--- src/rtl/line_fill_server_pkg.sv ---
// line_fill_server_pkg: shared FSM encoding and beat geometry for the line fill path
package line_fill_server_pkg;
  typedef enum logic [1:0] {IDLE, FILL, RESP, HOLD} state_e;
  localparam int BEATS = 4;
  localparam int OFF_W = 3;
endpackage

--- src/rtl/line_fill_server_flop.sv ---
// line_fill_server_flop: width-parameterised flop with asynchronous active-low clear
module line_fill_server_flop #(
  parameter int W = 1
) (
  input  logic         clk,
  input  logic         rst_n,
  input  logic [W-1:0] d_i,
  output logic [W-1:0] q_o
);
  // plain register, cleared to zero whenever rst_n is low
  always_ff @(posedge clk or negedge rst_n) begin
    if (!rst_n) q_o <= '0;
    else q_o <= d_i;
  end
endmodule

--- src/rtl/line_fill_server_line_assembler.sv ---
// line_assembler: collects memory beats into one cache line by beat index
module line_assembler
  import line_fill_server_pkg::*;
#(
  parameter int BEAT_BITS = 64
) (
  input  logic                       clk,
  input  logic                       rst_n,
  input  logic                       we_i,
  input  logic [$clog2(BEATS)-1:0]   idx_i,
  input  logic [BEAT_BITS-1:0]       beat_i,
  output logic [BEATS*BEAT_BITS-1:0] line_o
);
  logic [BEATS-1:0][BEAT_BITS-1:0] beats_q;
  // write the incoming beat into its slot; untouched slots keep their value
  always_ff @(posedge clk or negedge rst_n) begin
    if (!rst_n) beats_q <= '0;
    else if (we_i) beats_q[idx_i] <= beat_i;
  end
  assign line_o = beats_q;
endmodule

--- src/rtl/line_fill_server.sv ---
// line_fill_server: turns one icache line miss into four backing-memory beat reads
module line_fill_server
  import line_fill_server_pkg::*;
#(
  parameter int LINE_BITS = 256,
  parameter int BEAT_BITS = 64
) (
  input  logic                 clk,
  input  logic                 reset,
  input  logic [58:0]          icache_req_addr,
  input  logic                 icache_req_addr_valid,
  output logic [LINE_BITS-1:0] icache_ack_data,
  output logic                 icache_ack_data_valid,
  output logic [63:0]          mem_req_addr,
  output logic                 mem_req_valid,
  input  logic                 mem_req_retry,
  input  logic [BEAT_BITS-1:0] mem_ack_data,
  input  logic                 mem_ack_valid
);
  localparam int IDX_W = $clog2(BEATS);
  logic [1:0]  state_raw;
  state_e      state_q, state_d;
  logic [2:0]  issue_q, issue_d, collect_q, collect_d;
  logic [58:0] line_q, line_d;
  logic        start, accept, take;
  assign state_q = state_e'(state_raw);
  // counters saturate at BEATS because issue/collect are gated once they reach it
  always_comb begin
    start = state_q == IDLE && icache_req_addr_valid;
    mem_req_valid = state_q == FILL && issue_q < 3'(BEATS);
    mem_req_addr = {line_q, issue_q[IDX_W-1:0], OFF_W'(0)};
    accept = mem_req_valid && !mem_req_retry;
    take = state_q == FILL && collect_q < 3'(BEATS) && mem_ack_valid;
    icache_ack_data_valid = state_q == RESP;
    line_d = start ? icache_req_addr : line_q;
    issue_d = start ? '0 : issue_q + 3'(accept);
    collect_d = start ? '0 : collect_q + 3'(take);
    state_d = start ? FILL
            : (take && collect_q == 3'(BEATS-1)) ? RESP
            : state_q == RESP ? HOLD
            : state_q == HOLD ? IDLE
            : state_q;
  end
  line_fill_server_flop #(.W(2))  u_state   (.clk(clk), .rst_n(reset), .d_i(state_d),   .q_o(state_raw));
  line_fill_server_flop #(.W(3))  u_issue   (.clk(clk), .rst_n(reset), .d_i(issue_d),   .q_o(issue_q));
  line_fill_server_flop #(.W(3))  u_collect (.clk(clk), .rst_n(reset), .d_i(collect_d), .q_o(collect_q));
  line_fill_server_flop #(.W(59)) u_line    (.clk(clk), .rst_n(reset), .d_i(line_d),    .q_o(line_q));
  line_assembler #(.BEAT_BITS(BEAT_BITS)) u_asm (
    .clk(clk), .rst_n(reset), .we_i(take), .idx_i(collect_q[IDX_W-1:0]),
    .beat_i(mem_ack_data), .line_o(icache_ack_data)
  );
endmodule

--- config.mk ---
export PLATFORM = sky130hd
export DESIGN_NAME = line_fill_server
export DESIGN_NICKNAME = d
export VERILOG_FILES = /design/src/rtl/line_fill_server_pkg.sv /design/src/rtl/line_fill_server_flop.sv /design/src/rtl/line_fill_server_line_assembler.sv /design/src/rtl/line_fill_server.sv
export SDC_FILE = /design/constraint.sdc
export NUM_CORES = 1
export LEC_CHECK = 0
export CAP_MARGIN = 10
export CORE_AREA = 2 2 173 175
export DETAILED_ROUTE_END_ITERATION = 12
export DIE_AREA = 0 0 175 177
export GPL_TIMING_DRIVEN = 1
export PLACE_DENSITY_LB_ADDON = 0.25
export SYNTH_ARGS = -nofsm -noshare
export SYNTH_HDL_FRONTEND = slang
export SYNTH_SLANG_ARGS = --single-unit
--- constraint.sdc ---
create_clock -name clk -period 2.3 [get_ports clk]
set_input_delay 0.46 -clock clk [delete_from_list [all_inputs] [get_ports clk]]
set_output_delay 0.46 -clock clk [all_outputs]
set_load 0.01 [all_outputs]
# Word-level counts from Yosys, hierarchy flattened
# Index checks and enable logic that the tools add are counted.
dict set report totals {
  reg_bits 323
  latch_bits 0
  ramBits 0
  rom_bits 0
  inputBits 128
  output_inout_bits 322
  elab_cells 37
  memories 0
}
dict set report op_classes {
  n_addsub 2
  n_mul 0
  div 0
  order_cmp 4
  eq_ne 4
  shift 0
  muxes 9
  bitwise_logic 0
  reduce_logical 10
}
# op count
set op_table {}
lappend op_table {{bitwise mux 256 bit} 1}
lappend op_table {{demux 64 bit (select 2 bit)} 1}
lappend op_table {{2-to-1 mux 64 bit} 1}
lappend op_table {{2-to-1 mux 2 bit} 4}
lappend op_table {{logical AND 1 bit} 7}
lappend op_table {{adder 3 x 1 -> 3 bit} 2}
lappend op_table {{< comparator 3 bit, second input constant} 2}
lappend op_table {{2-to-1 mux 3 bit} 2}
lappend op_table {{equality test 2 bit, second input constant} 2}
lappend op_table {{nonzero test 4 bit} 1}
lappend op_table {{equality test 3 x 2 -> 1 bit, second input constant} 1}
lappend op_table {{< comparator 2 x 3 -> 1 bit, second input constant} 1}
lappend op_table {{equality test 2 x 1 -> 1 bit, second input constant} 1}
lappend op_table {{greater-or-equal comparator 2 x 1 -> 1 bit, second input constant} 1}
lappend op_table {{logical NOT 2 bit} 1}
lappend op_table {{logical NOT 1 bit} 1}

# Logic depth before layout (Yosys ltp)
dict set report logic_depth {
  word_depth 6
  depth_mapped 6
  depth_no_buf 6
}

# By module
# A second synthesis with hierarchy kept.
dict set report hier_totals {
  cells_unflattened 705
  area_unflattened_um2 12615.8
}
# module instances cells_per_inst area_per_inst_um2 seq_area_each_um2
set by_module_without_submodules {}
lappend by_module_without_submodules {line_assembler 1 543 9806.9 6406.1}
lappend by_module_without_submodules {{line_fill_server_flop (u_line)} 1 59 1476.4 1476.4}
lappend by_module_without_submodules {line_fill_server 1 95 1132.3 0.0}
lappend by_module_without_submodules {{line_fill_server_flop (u_collect ...)} 2 3 75.1 75.1}
lappend by_module_without_submodules {{line_fill_server_flop (u_state)} 1 2 50.0 50.0}

# Worst setup path before layout
# Ideal clock, no wire load.
dict set report synth_path {
  path_type {reg-to-reg}
  start {reg u_state.q_o[1]}
  end {reg u_asm.beats_q, in the netlist u_asm.line_o[217]}
  setup_time_ns 0.125
  t_arrival_ns 1.521
  t_required_ns 2.175
  slack_ns 0.654
  path_stages_with_launch 6
  n_path_buf 2
  synth_period_minus_slack_ns 1.646
  cell_sequence {dfrtp_1 -> and4bb_4 -> and3_4 -> buf_12 -> buf_12 -> mux2_4}
}
dict set report synth_via {
  elab_chain_cells 3
}
# element line_no
set synth_lines {}
lappend synth_lines {{from (decl)} line_fill_server_flop.sv:8} ;# output logic [W-1:0] q_o
lappend synth_lines {{from (signal assigned)} line_fill_server_flop.sv:13} ;# else q_o <= d_i;
lappend synth_lines {{equality test 2 x 1 -> 1 bit} line_fill_server.sv:33} ;# take = state_q == FILL && collect_q < 3'(BEATS) && mem_ack_valid;
lappend synth_lines {{logical AND 1 bit (2 in a row)} line_fill_server.sv:33}
lappend synth_lines {{to (signal, indexed assignment)} line_fill_server_line_assembler.sv:18} ;# else if (we_i) beats_q[idx_i] <= beat_i;
lappend synth_lines {{to (decl)} line_fill_server_line_assembler.sv:14} ;# logic [BEATS-1:0][BEAT_BITS-1:0] beats_q;
# No other way between the ends.
# A chain may end at the register's enable or synchronous reset.

# Worst setup path in the final report
dict set report layout_path {
  start {reg u_state.q_o[0]}
  end {out icache_ack_data_valid}
}
dict set report layout_via {
  elab_chain_cells 1
}
# element line_no
set layout_lines {}
lappend layout_lines {{equality test 2 bit} line_fill_server.sv:34} ;# icache_ack_data_valid = state_q == RESP;
lappend layout_lines {{to (decl)} line_fill_server.sv:13} ;# output logic icache_ack_data_valid,
# No other way between the ends.

==> run_results.csv <==
group,metric,value,unit
worst_setup_path,r2r_start,"u_state.q_o[1]$_DFFE_PN0P_",
floorplanning,core,29200,um2
power_and_ir_drop,power_density,1540,nW/um2
clock_network,root_buffer,"clkbuf_16",
grt,grt-ovfl-total,0,
clock_network,cts_buffers,35,
detailed_routing,vias,7656,
clock_network,tritoncts,"built",
floorplanning,die-area,31000,um2
cells_and_area,stdcell_area,18900,um2
clock_network,post-cts-setup-buffer-count,0,
detailed_routing,remaining_drc_errors,0,
cells_and_area,seqCellArea,8080,um2
worst_setup_path,arrival,1700,ps
worst_setup_path,cp_slowest_cell,"clkdlybuf4s50_1",
detailed_routing,viasPerCell,4.83,
worst_setup_path,crit_path_max_incr_delay,590,ps
synthesis,synth_top_area_frac,0.627,
grt,antenna_found_initial,1,
worst_setup_path,startpoint_type,"flip-flop",
worst_setup_path,cp-end-kind,"output port",
grt,grt_usage,0.210,
detailed_routing,final_antenna_net_count,0,
floorplanning,die_h,177,um
synthesis,synth_area_leaders,"dfrtp_1, mux2_4, mux2_2",
detailed_routing,routed_wl,32700,um
cells_and_area,fin_nets,1306,
power_and_ir_drop,power,29.1,mW
worst_setup_path,cp.required,1840,ps
synthesis,yosys_warnings,0,
detailed_routing,routedWlPerCell,20.7,um
place,place.gp.congestion,0.766,
worst_setup_path,path_delay_family,"buffers and inverters",
cells_and_area,area_growth,46.5,%
clock_network,clk_pin_slew,60,ps
synthesis,synth_area_per_cell,18.3,um2
status,status,"finished, final reports clean",
cells_and_area,drive_gt1_frac,0.332,
grt,grt.met2_usage,0.363,
synthesis,syn-cell-area,12900,um2
place,numPortBuffers,446,
grt,grt_use_met1,0.246,
worst_setup_path,path_cells,"nor2b_1 > clkdlybuf4s50_1",
synthesis,synthCells,704,
worst_setup_path,path_buf_inv,1,
grt,grt_pass1_vias,8287,
synthesis,synth_area_leader_cell,"dfrtp_1",
timing,setup_viol,0,
floorplanning,start_util,0.441,
timing,rsz0062_at_grt,"false",
place,placed_area,17800,um2
synthesis,synth.yosys.seq_area_share,0.627,
worst_setup_path,startpoint,"u_state.q_o[0]$_DFFE_PN0P_",
floorplanning,boundaryPins,450,
grt,grt_pass1_wl,50300,um
timing,fmax,0.464,GHz
clock_network,clock_path_buffers,3,
worst_hold_path,min_path_type,"in -> async",
cells_and_area,insertedDiodeCount,0,
grt,grt_max_degree,55,
detailed_routing,drt_iter0_drc,218,
detailed_routing,dr.pass1.iters,4,
power_and_ir_drop,total_leakage_power,8.48,nW
timing,hold_viol,0,
worst_setup_path,path_max_fanout,6,
floorplanning,die_x,175,um
timing,finalCritPeriodShare,0.938,
timing,clock_skew,9.44,ps
synthesis,ys_ff_latch,323,
power_and_ir_drop,ir_worst_vdd,761,uV
clock_network,cts_sinks,323,
floorplanning,rows,63,
cells_and_area,multi_input_area,4360,um2
timing,maxSlewViolCount,0,
run,drv_cap,0,
worst_setup_path,critPathKind,"reg -> out",
timing,finalSetupTns,0,ps
synthesis,synth_cell_types,21,
grt,grtUsageMet3,0.0756,
timing,min_period,2160,ps
cells_and_area,fillers,2117,
clock_network,clock_latency,500,ps
grt,grt.busiest_layer,"met2",
place,dpl.hpwl,23700,um
clock_network,htreeDepth,2,
[what timing repair did]
item                                    in CTS  in global routing
hold buffers                                 1                  0
endpoints found under the hold margin       43                  0
endpoints found under the setup margin       1                  0
resized for setup                            1                  0
[worst reg2reg max path, cell delays in order, from the launching register on]
cell      delay [ps]
dfrtp_1          420
and4bb_4         400
nand3b_1         150
buf_4            210
buf_4            190
mux2_4           310
[cells in the final DEF, fill, tap and decap left out]
cell type and n:
xnor2_1 2, nand3b_1 2, mux2_2 157, clkbuf_8 8
clkbuf_1 4, dlygate4sd2_1 1, o22ai_1 1, buf_12 15
nor3b_2 1, nand2_4 1, mux2_4 158, buf_4 8
clkdlybuf4s50_1 444, and3_4 1, nor3_1 2, or2b_1 1
clkinv_2 7, and4bb_4 1, clkbuf_16 37, conb_1 3
nor2_1 4, or2_2 1, dfrtp_1 323, buf_8 1
bufinv_16 1, nor2b_1 5, ha_1 4, dlygate4sd3_1 1
[worst paths after layout]
check / to / slack, ps / cells after the start
hold reg to reg: u_asm.line_o[46]$_DFFE_PN0P_ / 500 / 1
max in group asynchronous: u_asm.line_o[220]$_DFFE_PN0P_ / 1140 / 3
hold / removal: u_asm.line_o[235]$_DFFE_PN0P_ / 500 / 2
min in group clk: u_asm.line_o[46]$_DFFE_PN0P_ / 500 / 1
setup reg to reg: u_asm.line_o[158]$_DFFE_PN0P_ / 500 / 5
setup / recovery: icache_ack_data_valid / 140 / 2
[cell families after synthesis]
| kind of cell | share of synthesized area |
|---|---|
| other | 0.000291 |
| DFF | 0.627 |
| muxes | 0.321 |
| buffers and inverters | 0.0361 |
| AOI/OAI and AO/OA | 0.000486 |
| xor gates and xnor gates | 0.00136 |
| adders and majority gates | 0.00388 |
| and+or+nand+nor | 0.00980 |
[per-stage QoR]
step / hold slack, ps / util / cells / worst slack (ps)
2_1_floorplan: 164 / - / 706 / 654
3_3_place_gp: 423 / 0.607 / 1526 / 121
3_5_place_dp: 422 / 0.607 / 1526 / 69.6
4_1_cts: 491 / 0.646 / 1584 / 123
5_1_grt: 509 / 0.646 / 1584 / 68.3
6_report: 496 / 0.646 / 1584 / 144
[layer usage]
layer	part of all wire	up-vias	wire [um]
li1	-	3404	-
met1	0.38	3878	12600
met2	0.49	316	16100
met3	0.092	56	3010
met4	0.030	2	988
met5	0.00049	-	16
[state kept, by name (all words and copies together) (netlist names)]
| register | flops |
|---|---|
| u_asm.line_o | 256 |
| u_line.q_o | 59 |
| u_collect.q_o | 3 |
| u_issue.q_o | 3 |
| u_state.q_o | 2 |
[power breakdown]
group	leakage, nW	total, mW	switching, mW	internal (mW)
clock	0.560	5.43	2.15	3.27
combinational	4.05	13.4	4.78	8.66
sequential	3.87	10.2	1.64	8.59
total	8.48	29.1	8.57	20.5
[final cells by class]
class,count,area share
Multi-Input combinational cell,344,0.231
Timing Repair Buffer,470,0.256
Sequential cell,323,0.428
Tap cell,390,0.0258
Clock buffer,49,0.0556
Clock inverter,8,0.00344
[Yosys cell counts]
cell,count
buf_4,7
dfrtp_1,323
nor2_1,4
nand2_2,1
mux2_2,157
ha_1,4
nand3b_1,2
and3_4,1
buf_6,14
conb_1,1
nor3b_1,1
or2b_1,1
o22ai_1,1
and4bb_4,1
mux2_4,158
nor2b_1,5
nor3_1,2
xnor2_1,2
or2_2,1
buf_2,7
buf_12,11
Note: power is estimated with default switching activity, not from simulation.
